## src/rtl/auth_cmd_tx_if.sv

```systemverilog
// auth_cmd_tx_if: request inputs and UART/status outputs of the auth command transmitter
interface auth_cmd_tx_if;
    logic       go_req;
    logic       stop_req;
    logic       TX;
    logic       busy;
    logic       cmd_done;
    logic [7:0] last_cmd;
    modport master (output go_req, stop_req, input TX, busy, cmd_done, last_cmd);
    modport slave (input go_req, stop_req, output TX, busy, cmd_done, last_cmd);
endinterface

```

## src/rtl/auth_cmd_tx.sv

```systemverilog
// auth_cmd_tx: sends GO/STOP command bytes as 8N1 UART frames with a one-entry request slot
module auth_cmd_tx #(
    parameter int         BAUD_DIV  = 2604,
    parameter logic [7:0] GO_CHAR   = 8'h47,
    parameter logic [7:0] STOP_CHAR = 8'h53
) (
    input logic          clk,
    input logic          rst,
    auth_cmd_tx_if.slave bus
);
    typedef enum logic [1:0] {IDLE, START, DATA, STOP} state_t;
    typedef enum logic [1:0] {SLOT_NONE, SLOT_GO, SLOT_STOP} slot_t;
    localparam logic [15:0] LP_LAST = 16'(BAUD_DIV - 1);
    state_t      r_state, w_state_nxt;
    slot_t       r_slot, w_slot_nxt;
    logic [15:0] r_cnt, w_cnt_nxt;
    logic [2:0]  r_bit, w_bit_nxt;
    logic [7:0]  r_shift, w_shift_nxt;
    logic [7:0]  r_byte, w_byte_nxt;
    logic [7:0]  r_last;
    logic        r_tx, w_tx_nxt;
    logic        r_busy;
    logic        w_load;
    logic        w_bit_end;
    logic        w_done;
    assign w_bit_end    = r_cnt == LP_LAST;
    assign w_done       = (r_state == STOP) && w_bit_end;
    assign bus.TX       = r_tx;
    assign bus.busy     = r_busy;
    assign bus.cmd_done = w_done;
    assign bus.last_cmd = r_last;
    // next-state, bit timing, request slot and the value TX takes after this edge
    always_comb begin
        w_state_nxt = r_state;
        w_cnt_nxt   = w_bit_end ? 16'd0 : r_cnt + 16'd1;
        w_bit_nxt   = r_bit;
        w_shift_nxt = r_shift;
        w_byte_nxt  = r_byte;
        w_load      = 1'b0;
        case (r_state)
            IDLE: begin
                w_cnt_nxt = 16'd0;
                if (r_slot != SLOT_NONE) begin
                    w_load      = 1'b1;
                    w_byte_nxt  = r_slot == SLOT_STOP ? STOP_CHAR : GO_CHAR;
                    w_shift_nxt = w_byte_nxt;
                    w_bit_nxt   = 3'd0;
                    w_state_nxt = START;
                end
            end
            START: w_state_nxt = w_bit_end ? DATA : START;
            DATA: begin
                if (w_bit_end) begin
                    w_shift_nxt = r_shift >> 1;
                    w_bit_nxt   = r_bit + 3'd1;
                    w_state_nxt = r_bit == 3'd7 ? STOP : DATA;
                end
            end
            STOP: w_state_nxt = w_bit_end ? IDLE : STOP;
        endcase
        // loading frees the slot first so a request in the same cycle is kept for the next frame
        w_slot_nxt = w_load ? SLOT_NONE : r_slot;
        if (bus.stop_req)
            w_slot_nxt = SLOT_STOP;
        else if (bus.go_req && w_slot_nxt != SLOT_STOP)
            w_slot_nxt = SLOT_GO;
        w_tx_nxt = w_state_nxt == START ? 1'b0 : w_state_nxt == DATA ? w_shift_nxt[0] : 1'b1;
    end
    // state, counters, slot and registered outputs
    always_ff @(posedge clk) begin
        if (rst) begin
            r_state <= IDLE;
            r_slot  <= SLOT_NONE;
            r_cnt   <= 16'd0;
            r_bit   <= 3'd0;
            r_shift <= 8'h00;
            r_byte  <= 8'h00;
            r_last  <= 8'h00;
            r_tx    <= 1'b1;
            r_busy  <= 1'b0;
        end else begin
            r_state <= w_state_nxt;
            r_slot  <= w_slot_nxt;
            r_cnt   <= w_cnt_nxt;
            r_bit   <= w_bit_nxt;
            r_shift <= w_shift_nxt;
            r_byte  <= w_byte_nxt;
            r_last  <= w_done ? r_byte : r_last;
            r_tx    <= w_tx_nxt;
            r_busy  <= (w_state_nxt != IDLE) || (w_slot_nxt != SLOT_NONE);
        end
    end
endmodule
```

## src/flat_wrapper.sv

```systemverilog
// flat-port wrapper written by rule: the top's interface ports become plain ports
module auth_cmd_tx_flat 
#(
    parameter int         BAUD_DIV  = 2604,
    parameter logic [7:0] GO_CHAR   = 8'h47,
    parameter logic [7:0] STOP_CHAR = 8'h53
)
  (clk, rst, bus_go_req, bus_stop_req, bus_TX, bus_busy, bus_cmd_done, bus_last_cmd);
  auth_cmd_tx_if bus_i ();
  input logic clk;
  input logic rst;
  input wire logic [$bits(bus_i.go_req)-1:0] bus_go_req;
  input wire logic [$bits(bus_i.stop_req)-1:0] bus_stop_req;
  output wire logic [$bits(bus_i.TX)-1:0] bus_TX;
  output wire logic [$bits(bus_i.busy)-1:0] bus_busy;
  output wire logic [$bits(bus_i.cmd_done)-1:0] bus_cmd_done;
  output wire logic [$bits(bus_i.last_cmd)-1:0] bus_last_cmd;
  assign bus_i.go_req = bus_go_req;
  assign bus_i.stop_req = bus_stop_req;
  assign bus_TX = bus_i.TX;
  assign bus_busy = bus_i.busy;
  assign bus_cmd_done = bus_i.cmd_done;
  assign bus_last_cmd = bus_i.last_cmd;
  auth_cmd_tx #(.BAUD_DIV(BAUD_DIV), .GO_CHAR(GO_CHAR), .STOP_CHAR(STOP_CHAR)) u_core (.clk(clk), .rst(rst), .bus(bus_i));
endmodule
```

## config.mk

```make
export PLATFORM = sky130hd
export DESIGN_NAME = auth_cmd_tx_flat
export DESIGN_NICKNAME = d
export VERILOG_FILES = /design/src/rtl/auth_cmd_tx_if.sv /design/src/rtl/auth_cmd_tx.sv /design/src/flat_wrapper.sv
export SDC_FILE = /design/constraint.sdc
export NUM_CORES = 1
export LEC_CHECK = 0
export CORE_MARGIN = 3
export CORE_UTILIZATION = 43
export CTS_CLUSTER_SIZE = 14
export DETAILED_ROUTE_END_ITERATION = 7
export PLACE_DENSITY = 0.67
export SLEW_MARGIN = 5
export SYNTH_ARGS = -nofsm -noshare
export SYNTH_HDL_FRONTEND = slang
export SYNTH_SLANG_ARGS = --single-unit
```

## constraint.sdc

```tcl
create_clock -name clk -period 2.6 [get_ports clk]
set_input_delay 0.39 -clock clk [delete_from_list [all_inputs] [get_ports clk]]
set_output_delay 0.39 -clock clk [all_outputs]
set_load 0.005 [all_outputs]
```

==> results of run 1 <==
[how the worst max path moves through the flow]
stage | startpoint | to | cells after the start
2_1_floorplan | u_core.r_cnt[8] | u_core.bus.TX | 6
3_3_place_gp | u_core.r_cnt[10] | bus_cmd_done | 4
3_5_place_dp | u_core.r_cnt[10] | u_core.bus.TX | 5
4_1_cts | u_core.r_cnt[11] | bus_cmd_done | 4
5_1_grt | u_core.r_cnt[15] | u_core.bus.TX | 5
6_report | u_core.r_cnt[15] | u_core.bus.TX | 5
[through the flow]
stage	utilization	worst slack, ns	area, um2	hold WS, ns
3_3_place_gp	0.4832	0.2509	1795	0.4359
5_1_grt	0.5195	0.1523	1931	0.4819
6_report	0.5195	0.2378	1931	0.4550
2_1_floorplan	-	0.4210	1680	0.4249
3_5_place_dp	0.4832	0.2373	1795	0.4464
4_1_cts	0.5175	0.002956	1923	0.4584
[cells in the mapped netlist, drive strengths merged]
master  number  area share
nand4        1      0.0037
mux2i        5       0.030
ha           3       0.022
dfxtp       38        0.45
a22oi        1      0.0045
and3         4       0.015
a21oi       15       0.045
a41oi        1      0.0052
nor3         5       0.022
nor2b        2      0.0075
or3b         1      0.0052
a31oi        4       0.015
or4bb        1      0.0067
conb         1      0.0022
nand2       17       0.043
nand2b       2      0.0075
buf          7       0.032
clkbuf       6       0.014
or4b         1      0.0060
xor2         5       0.026
o21bai       1      0.0045
a211oi       1      0.0045
inv          6       0.013
or3          5       0.019
nor4         4       0.015
xnor2        8       0.042
nand4b       1      0.0052
or2          2      0.0075
or4          2       0.013
nand3       16       0.048
nor2        23       0.052
o21ai        3      0.0090
[critical path, delay by kind of cell (launching register included)]
family          cells  cell delay [ns]
compound gates      1             0.12
flops               1             0.33
simple gates        4             1.78
[registers in the layout (all words and copies together), names as in the netlist]
| register | count |
|---|---|
| u_core.r_cnt | 16 |
| u_core.bus.busy | 1 |
| u_core.r_byte | 3 |
| u_core.r_state | 2 |
| u_core.bus.last_cmd | 3 |
| u_core.bus.TX | 1 |
| u_core.r_shift | 7 |
| u_core.r_bit | 3 |
| u_core.r_slot | 2 |
[power groups by stage]
| stage | Clock, mW | Combinational, mW | Sequential [mW] |
|---|---|---|---|
| floorplan | 0 | 0.0489 | 0.619 |
| global placement | 0 | 0.0606 | 0.626 |
| detailed placement | 0 | 0.0619 | 0.625 |
| CTS | 0.503 | 0.0623 | 0.612 |
| global route | 0.535 | 0.0722 | 0.615 |
| finish | 0.491 | 0.0615 | 0.612 |
[cells by family after synthesis]
group,synth area share
and+or+nand+nor,0.2752
buffers and inverters,0.05983
AOI/OAI and AO/OA,0.08751
muxes,0.02992
adders and majority gates,0.02244
other,0.002242
DFF,0.4547
xor gates and xnor gates,0.06806
[timing repair]
| item | CTS | global route |
|---|---|---|
| endpoints found under the setup margin | 1 | 1 |
| resized for setup | 3 | 4 |
| endpoints found under the hold margin | 0 | 0 |
| hold buffers | 0 | 0 |
| pin swaps | 2 | 2 |
[cell usage in the layout, fill, tap and decap left out, types with 2 or more instances in the layout]
cell type        count
dfxtp_1             36
inv_1                6
clkbuf_8             5
dfxtp_2              2
clkdlybuf4s50_1     10
nand2b_1             2
nor2b_1              2
a31oi_1              4
nor2_1              23
xnor2_1              8
buf_4                3
nand3_1             16
or2_2                2
ha_1                 2
a21oi_1             15
clkinv_2             2
and3_1               4
o21ai_0              2
nor3_1               4
or3_1                5
conb_1               3
nor4_1               3
or4_4                2
xor2_1               5
nand2_1             16
mux2i_1              5
[layout make-up]
class / count / area, um2 / area share
Inverter: 6 / 22.52 / 0.01167
Tap cell: 48 / 60.06 / 0.03111
Multi-Input combinational cell: 137 / 840.8 / 0.4355
Sequential cell: 38 / 763.2 / 0.3953
Timing Repair Buffer: 14 / 135.1 / 0.06999
Clock buffer: 5 / 68.82 / 0.03564
Clock inverter: 3 / 40.04 / 0.02074
[metal layers]
| layer | track usage | vias to the layer above |
|---|---|---|
| met2 | 0.2058 | 17 |
| met1 | 0.2044 | 571 |
| li1 | - | 669 |
| met5 | 0 | - |
| met3 | 0.05911 | 4 |
| met4 | 0.05955 | 0 |
==> results, run 1 <==
- The flow ran to the end, and the final reports show no timing, DRC or antenna violations.
- The highest clock rate is 423.3 MHz.
- The sequential fraction of the synthesis area is 0.4547.
- Detailed placement ended at an HPWL of 2.010 mm.
- The number of clock sinks is 38.
- The number of max-cap violations is 0.
- The combinational power share is 0.053.
- The wire length on met2 is 1.232 mm.
- The post-route fraction of the period consumed by the critical path is 0.9085.
- The final count of hold timing violations came to 0.
- Clock-pin slew was measured on the worst setup and hold paths at 0.08 ns.
- The total vias in the final route is 1261.
- The pin slew with the least headroom to its limit is 0.7375 ns.
- The worst hold path was traced through 2 stages.
- The die extent in y is 68.37 um.
- The total area inside the core boundary comes to 0.003716 mm2.
- The first-pass detailed-route iteration total is 4.
- The fraction of layout instances using a drive strength above 1 is 0.1133.
- The setup skew after layout is 0.008885 ns.
- After routing, the total negative slack on setup checks comes to 0 ns.
- Yosys mapped the design onto 38 distinct sky130hd cell types.
- The switching power as a share of total power is 0.2203.
- TritonCTS built the clock tree.
- The share of total power dissipated in sequential elements is 0.526.
- During I/O placement, the number of pins put on the boundary was 15.
- In this design, the stage delay of the slowest critical-path cell is 0.58 ns.
- The met1 layer wirelength in the final routing is 1.516 mm.
- 0 antenna diodes ended up in the layout.
- The worst hold-check path type is register to register.
- The worst-case IR drop observed on VDD is 0.0002826 V.
- The worst setup path is launched from a register.
- For the worst setup path, the data arrival time is 2.53 ns.
- The signal on the critical path passes through or4_4, or4_4, or3_1, nand2_4, a41oi_1.
- In this run the power spent charging and discharging nets is 0.2566 mW.
- The detailed router finished its first iteration with 79 violations.
- The via density per instance is 5.024.
- In the final routed layout, each cell accounts on average for 11.59 um.
- The post-detailed-route count of antenna-violating nets is 0.
- The setup path with the least slack is of type register to register.
- The floorplan row count is 22.
- The count of synthesis-stage warnings from yosys is 0.
- The total count of max-transition violations in the final report is 0.
- The H-tree generated during clock tree synthesis spans 2 levels.
- The clock network latency to the later pin of the worst-skew pair is 0.30 ns.
- In the routed design, unresolved DRC markers number 0.
- The initial antenna violation count is 0.
- In the global route stage, overall resource usage came out at 0.1490.
- After synthesis the netlist holds a flip-flop and latch count of 38.
- The launch instance of the worst min-delay path is u_core.r_byte[1].
- The total grt overflow is 0.
- A synthesized cell averages 8.713 um2.
- The die footprint is 0.004674 mm2.
- Post-CTS timing repair inserted 0 buffers for setup.
- The most repeated library cell on the critical path is or4_4.
- The congestion estimate from routability-driven global placement came to 0.7291.
- The layout filler cell count is 361.
- In this run the horizontal extent of the chip is 68.37 um.
- The maximum count of clock buffers along a single path is 2.
- The number of global-route vias before repair was 1125.
- The worst min-delay path endpoint is u_core.r_byte[1].
- The starting density of the core is 0.4502.
- The post-synthesis to final-layout area growth is 15.41%.
- In this run the static leakage power is 0.6978 nW.
- For this run, the post-layout net count is 209.
- Counting cells, the worst reg-to-reg path comes to 5.
- In this run, CTS created clock tree buffers numbering 5.
- For this design the ratio of total power to cell area is 603.2 mW/mm2.
- The worst register-to-register path ends at u_core.bus.TX.
- The number of placed instances, taps included, is 243.
- Summed over all nets, wire length on met3 after detailed routing comes to 112 um.
- Headroom to the max-slew limit came out at 0.5051.
- The tree is rooted in a clkbuf_8.
- The required time of the critical path is 2.77 ns.
- The power share of the clock group is 0.422.
- Internal power comes to 0.9080 mW.
- The top layer reached by signal wires is met4.
- Leaving out filler cells and counting taps, the final layout contains 251.
- Setup violations remaining at the end of the flow were counted as 0.
- Entering global routing, the biggest net connects 24 pins.
- After layout, the design draws a total of 1.165 mW.
- The cell area that synthesis handed to floorplanning was 0.001673 mm2.
- After technology mapping, the gate count stands at 192.
- The quantity of I/O buffers inserted on ports is 11.
- The time the worst path needs with I/O delays and setup is 2.362 ns.
- The type of element capturing the critical path is a register.
- Setup repair after global routing left no endpoint under its margin.
- Across all register-to-register paths, the minimum setup slack is 0.24 ns.
- The startpoint identified for the worst register-to-register timing path is u_core.r_cnt[15].
- The largest fanout on the critical path is 9.
- The largest individual stage delay along the critical path comes from the cell or4_4.
- The final wirelength is 2.909 mm.
- The global-route wire length before repair is 5.133 mm.
Power figures use the tool's default switching activity.
==> inputs of run 2 (changes only) <==
--- a/config.mk
+++ b/config.mk
@@ -10,6 +10,7 @@
 export CTS_CLUSTER_SIZE = 14
 export DETAILED_ROUTE_END_ITERATION = 7
 export PLACE_DENSITY = 0.67
+export SKIP_CTS_REPAIR_TIMING = 1
 export SLEW_MARGIN = 5
 export SYNTH_ARGS = -nofsm -noshare
 export SYNTH_HDL_FRONTEND = slang
==> constraint.sdc (replaced) <==
create_clock -name clk -period 2.6 [get_ports clk]
set_input_delay 0.39 -clock clk [delete_from_list [all_inputs] [get_ports clk]]
set_output_delay 0.39 -clock clk [all_outputs]
set_load 0.1 [all_outputs]
==> run 2 against run 1 <==
Compared with the run above:
- critical path depth did not move
- sequential power barely moved
- via count rose by 0.16%
- clock skew fell by 0.0033 ns
- sequential cell count did not move
- sequential share of layout area rose by 0.70 points
- core utilization fell by 1.1 points
- maximum frequency fell by 2.8%
- critical endpoint is now bus_cmd_done
- highest routed layer unchanged
==> results, run 2 (synthesis gave the netlist of run 1 again) <==
- The run finished with clean final reports.
- The final total negative setup slack is 0 ns (unchanged).
- The first-pass detailed-route iteration total came to 4 (unchanged).
- The ratio of total power to cell area came to 630.0 mW/mm2 (+4.4%).
- The weighted congestion at the end of routability-driven global placement is 0.7412 (+1.7%).
- The total DRC errors in the routed layout came to 0 (unchanged).
- The net switching power is 0.2849 mW (+11%).
- The TritonCTS clock tree is yes.
- The fraction of layout instances using a drive strength above 1 is 0.1287 (+0.01541).
- The worst hold-check path type is register to register.
- The combinational power share came to 0.079 (+0.026).
- The count of boundary I/O pins is 15 (unchanged).
- The global-route wire length before repair came to 4.761 mm (-7.2%).
- In the final layout, the registers with the most flip-flops are u_core.r_cnt: 16 flops, u_core.r_shift: 7 flops.
- Setup repair after global routing left no endpoint under its margin.
- The type of the setup path with the least slack is register to primary output.
- The register bank with the most flops is u_core.r_cnt.
- The final design utilization was 0.5088 (-0.01077).
- The initial antenna violation count is 0 (unchanged).
- The largest fanout on the critical path is 5 (-4).
- The setup skew after layout is 0.005611 ns (-0.003273 ns).
- The startpoint class of the critical path is a register.
- The top cell types in the final layout, fill and taps aside, are 38 x dfxtp_1, 23 x nor2_1, 16 x nand2_1, 16 x nand3_1, 15 x a21oi_1.
- The footprint of the flip-flops and latches is 760.7 um2 (-0.33%).
- STA classifies the critical path endpoint as a primary output.
- The total count of max-transition violations in the final report was 0 (unchanged).
- Traced cell by cell, the critical path runs through or4b_1, nor4_1, buf_4, and3_2, buf_12.
- The starting density of the core is 0.4502 (unchanged).
- The quantity of I/O buffers inserted on ports is 11 (unchanged).
- The final worst-path setup slack came to 0.1691 ns (-0.06872 ns).
- The power share of the clock group is 0.406 (-0.016).
- The final count of hold timing violations is 0 (unchanged).
- The number of buffers created by CTS is 5 (unchanged).
- The number of buffer and inverter stages on the critical path is 2 (+2).
- The maximum count of clock buffers along a single path was 2 (unchanged).
- The number of global-route vias before repair is 1070 (-4.9%).
- The highest clock rate is 411.4 MHz (-2.8%).
- Broken down by cell family, the worst path's largest delay share belongs to simple AND/OR/NAND/NOR gates.
- The worst setup slack for register-to-register paths came to 0.26 ns (+0.02 ns).
- The destination of the worst register-to-register timing path is u_core.bus.TX.
- The share of total power in sequential cells is 0.514 (-0.012).
- The total number of H-tree levels is 2 (unchanged).
- The worst min-delay path endpoint is u_core.r_byte[1].
- The pin count of the biggest net entering global routing is 24 (unchanged).
- The leakage power total is 0.6894 nW (-1.2%).
- The via density per instance was 5.052 (+0.56%).
- The count of nets after finishing came to 208 (-0.48%).
- The final wirelength was 2.853 mm (-1.9%).
- Compared with the post-synthesis result, the final layout area differs by 13.01%.
- The required time of the critical path came to 2.21 ns (-0.56 ns).
- The number of instances on the worst hold path is 2 (unchanged).
- The final number of setup-violating endpoints is 0 (unchanged).
- The layout filler cell count was 374 (+3.6%).
- The worst register-to-register path begins at u_core.r_cnt[10].
- The pre-CTS setup slack came to 0.2602 ns (+0.02285 ns).
- The clock network latency to the later pin of the worst-skew pair is 0.29 ns (about the same).
- The initial DRC count came to 60 (-24%).
- The switching power as a share of total power is 0.2392 (+0.01890).
- The die outline width was 68.37 um (unchanged).
- The area of the core region is 0.003716 mm2 (unchanged).
- The peak per-stage delay on the critical path was 0.58 ns (about the same).
- The cell at the root of the clock tree is clkbuf_8.
- The pin slew with the least headroom to its limit is 0.6705 ns (-0.06692 ns).
- The worst hold slack is 0.4515 ns (-0.003507 ns).
- The total grt overflow is 0 (unchanged).
- The antenna diode count is 0 (unchanged).
- The floorplan row count is 22 (unchanged).
- The cell depth of the worst flop-to-flop path is 5 (unchanged).
- The placed wire-length estimate is 1.949 mm (-3.1%).
- The footprint of the multi-input gates is 820.8 um2 (-2.4%).
- The launch instance of the worst min-delay path is u_core.r_byte[1].
- The die footprint is 0.004674 mm2 (unchanged).
- The average detailed-routed wire length per instance is 11.41 um (-1.5%).
- The commonest non-fill, non-tap cell in the layout is dfxtp_1.
- The number of max-cap violations was 0 (unchanged).
- The total vias in the final route was 1263 (+0.16%).
- The time the worst path needs with I/O delays and setup is 2.431 ns (+0.06872 ns).
- The largest vdd supply drop was 0.0003187 V (+13%).
- The total track usage is 0.1397 (-0.009283).
- The data arrival time of the critical path is 2.04 ns (-0.49 ns).
- The number of clock sinks is 38 (unchanged).
- The worst slew margin relative to its limit is 0.5500 (+0.04491).
- The post-route fraction of the period consumed by the critical path came to 0.9350 (+0.02643).
- The die extent in y is 68.37 um (unchanged).
- The clock transition time at the flip-flop clock pins of the worst setup and hold paths is 0.07 ns (about the same).
- The number of flip-flops under the largest register name is 16 (unchanged).
- The internal power component is 0.9061 mW (-0.21%).
- The post-detailed-route count of antenna-violating nets is 0 (unchanged).
- For this design, the slowest cell found on the critical path is or4b_1.
-- run 2: cell count changes in the layout (fill, tap and decap cells not counted), moves of 2 or more --
cell	delta
dfxtp_1	+2
dfxtp_2	-2
buf_4	+6
clkdlybuf4s50_1	-7
-- run 2: metrics by stage --
stage	cells	cell area [um2]	total power [mW]
3_3_place_gp	242	1782	0.7209
6_report	250	1891	1.191
3_5_place_dp	242	1782	0.7211
4_1_cts	250	1891	1.206
5_1_grt	250	1891	1.239
2_1_floorplan	194	1682	0.7043
-- run 2: power by group through the flow --
stage               clock (mW)  combinational (mW)  sequential, mW
floorplan                    0              0.0669           0.637
global placement             0              0.0947           0.626
detailed placement           0              0.0951           0.626
CTS                      0.498              0.0953           0.613
global route             0.521               0.103           0.615
finish                   0.484              0.0946           0.613
-- run 2: cell type report --
type,instances,area share
well taps,48,0.03177
repair buffers,13,0.06221
clock inverters,3,0.02118
clock buffers,5,0.03640
flip-flops and latches,38,0.4024
inverters,6,0.01191
multi-input cells,137,0.4342
-- run 2: worst register-to-register path: stages, from the launching register on --
cell and delay, ns:
dfxtp_1 0.35, or4b_1 0.59, or4_4 0.54, or3_1 0.50
nand2_4 0.14, a41oi_1 0.11
-- run 2: worst max path at each step --
stage	startpoint	to	slack [ns]	cells past startpoint
4_1_cts	u_core.r_cnt[10]	bus_cmd_done	0.15	5
3_3_place_gp	u_core.r_cnt[10]	u_core.bus.TX	0.28	5
3_5_place_dp	u_core.r_cnt[10]	u_core.bus.TX	0.26	5
6_report	u_core.r_cnt[10]	bus_cmd_done	0.17	5
2_1_floorplan	u_core.r_cnt[8]	bus_cmd_done	0.27	3
5_1_grt	u_core.r_cnt[10]	bus_cmd_done	0.04	5
-- run 2: layer usage --
layer,GRT usage,vias up,share of wire
met3,0.04926,5,0.043
met1,0.1836,564,0.52
met5,0,-,0
met2,0.1986,21,0.41
li1,-,673,-
met4,0.07444,0,0.025
==> inputs of run 3 (changes only) <==
==> constraint.sdc (replaced) <==
create_clock -name clk -period 3 [get_ports clk]
set_input_delay 0.45 -clock clk [delete_from_list [all_inputs] [get_ports clk]]
set_output_delay 0.45 -clock clk [all_outputs]
set_load 0.1 [all_outputs]
==> run 3 against run 2 <==
Compared with the run above:
- power down 13%
- largest power group unchanged
- clock power down 12%
- sequential cell count unchanged
- setup slack better by 0.32 ns
- cell count unchanged
==> results, run 3 (synthesis gave the netlist of run 1 again) <==
- The maximum count of clock buffers along a single path is 2 (unchanged).
- The final worst-path setup slack is 0.4912 ns (+0.3221 ns).
- The starting density of the core is 0.4502 (unchanged).
- The pin count of the biggest net entering global routing is 25 (+4.2%).
- The post-synthesis to final-layout area growth was 12.94% (about the same).
- The leakage power total is 0.6899 nW (about the same).
- The final number of setup-violating endpoints came to 0 (unchanged).
- The area of the core region is 0.003716 mm2 (unchanged).
- Walking the worst path, the cells encountered are or4b_1, nor4_1, buf_4, and3_1, buf_12.
- The final count of hold timing violations is 0 (unchanged).
- The library cell used most frequently in the layout, excluding fill and tap cells, is dfxtp_1.
- The total grt overflow is 0 (unchanged).
- The data arrival time of the critical path was 2.06 ns (+0.02 ns).
- The total track usage is 0.1481 (+0.008359).
- The final total negative setup slack is 0 ns (unchanged).
- The startpoint class of the critical path is a register.
- In the final layout, the registers with the most flip-flops are u_core.r_cnt: 16 flops, u_core.r_shift: 7 flops.
- The clock transition time at the flip-flop clock pins of the worst setup and hold paths is 0.08 ns (about the same).
- The register bank with the most flops is u_core.r_cnt.
- The clock network latency to the later pin of the worst-skew pair is 0.30 ns (about the same).
- The number of clock sinks came to 38 (unchanged).
- The first-pass detailed-route iteration total was 4 (unchanged).
- The required time of the critical path is 2.55 ns (+0.34 ns).
- The total DRC errors in the routed layout is 0 (unchanged).
- The type of the setup path with the least slack is register to primary output.
- The weighted congestion at the end of routability-driven global placement is 0.7280 (-1.8%).
- The layout filler cell count is 366 (-2.1%).
- The peak per-stage delay on the critical path was 0.58 ns (about the same).
- The count of boundary I/O pins came to 15 (unchanged).
- The total vias in the final route is 1287 (+1.9%).
- The number of flip-flops under the largest register name was 16 (unchanged).
- In the layout the commonest cells are 38 x dfxtp_1, 23 x nor2_1, 16 x nand2_1, 16 x nand3_1, 15 x a21oi_1.
- The number of buffers created by CTS was 5 (unchanged).
- The worst hold-check path type is register to register.
- The ratio of total power to cell area was 551.5 mW/mm2 (-12%).
- The number of global-route vias before repair is 1131 (+5.7%).
- The pre-CTS setup slack is 0.6200 ns (+0.3598 ns).
- The final wirelength is 3.002 mm (+5.2%).
- The total number of H-tree levels is 2 (unchanged).
- In this run the most critical hold path is launched from u_core.r_byte[1].
- The launching instance or port of the critical path is u_core.r_cnt[10].
- The cell at the slowest stage of the critical path is or4b_1.
- TritonCTS built the clock tree.
- The worst slew margin relative to its limit is 0.5198 (-0.03015).
- The die footprint came to 0.004674 mm2 (unchanged).
- The die extent in y is 68.37 um (unchanged).
- The type of element capturing the critical path is a primary output.
- In this run the critical register-to-register path is launched from u_core.r_cnt[10].
- The pin slew with the least headroom to its limit was 0.7155 ns (+0.04492 ns).
- The average detailed-routed wire length per instance came to 12.01 um (+5.2%).
- The post-route fraction of the period consumed by the critical path is 0.8363.
- The highest clock rate is 398.6 MHz.
- The total count of max-transition violations in the final report was 0 (unchanged).
- The die outline width was 68.37 um (unchanged).
- The via density per instance came to 5.148 (+1.9%).
- The fraction of layout instances using a drive strength above 1 is 0.1238 (-0.004950).
- The number of max-cap violations is 0 (unchanged).
- Setup repair after global routing left no endpoint under its margin.
- The largest vdd supply drop came to 0.0001889 V (-41%).
- The global-route wire length before repair is 5.085 mm (+6.8%).
- The post-detailed-route count of antenna-violating nets was 0 (unchanged).
- The flow ran to the end, and the final reports show no timing, DRC or antenna violations.
- The initial antenna violation count is 0 (unchanged).
- The initial DRC count is 90 (+50%).
- The count of nets after finishing was 208 (unchanged).
- The largest fanout on the critical path was 5 (unchanged).
- The floorplan row count was 22 (unchanged).
- The placed wire-length estimate is 2.074 mm (+6.5%).
- Counting I/O delays and the setup requirement, the final critical path takes 2.509 ns.
- The quantity of I/O buffers inserted on ports is 11 (unchanged).
- The setup skew after layout is 0.005082 ns (-0.0005293 ns).
- The tree is rooted in a clkbuf_8.
- The antenna diode count came to 0 (unchanged).
[run 3: report_power, final]
group / total (mW) / leakage, nW / internal [mW] / switching, mW
Sequential: 0.531 / 0.309 / 0.519 / 0.0123
Clock: 0.428 / 0.0579 / 0.245 / 0.184
Combinational: 0.0827 / 0.323 / 0.0220 / 0.0608
[run 3: path summary, 6_finish.rpt]
| path | endpoint | slack [ns] | cells past startpoint |
|---|---|---|---|
| worst max-delay path | bus_cmd_done | 0.49 | 5 |
| worst min-delay path | u_core.r_byte[1] | 0.45 | 2 |
| worst max register to register | u_core.bus.TX | 0.63 | 5 |
| worst min register to register | u_core.r_byte[1] | 0.45 | 2 |
[run 3: critical path: cells and delay by family (launching register included)]
| kind | cells | cell delay [ns] |
|---|---|---|
| AND/OR/NAND/NOR | 3 | 1.04 |
| buffers and inverters | 2 | 0.37 |
| flip-flops | 1 | 0.36 |
[run 3: per-stage QoR]
step	area (um2)	utilization	total power, mW	std cells	hold slack (ns)
final	1889	0.5084	1.042	250	0.4504
after global routing	1889	0.5084	1.083	250	0.4760
after CTS	1889	0.5084	1.055	250	0.4515
after detailed placement	1780	0.4791	0.6252	242	0.4410
after global placement	1780	0.4791	0.6242	242	0.4349
after floorplan	1680	-	0.6104	194	0.4249
[run 3: cell type report]
class	count	area, um2	share of cell area
sequential	38	760.7	0.4026
tap	48	60.06	0.03179
clock inverter	3	40.04	0.02119
clock buffer	5	68.82	0.03642
timing repair buffer	13	117.6	0.06225
inverter	6	22.52	0.01192
multi-input combinational	137	819.5	0.4338
[run 3: routing by layer]
layer | GRT usage | part of all wire
met1 | 0.1958 | 0.49
met2 | 0.2082 | 0.43
met3 | 0.04598 | 0.052
met4 | 0.08933 | 0.024
met5 | 0 | 0
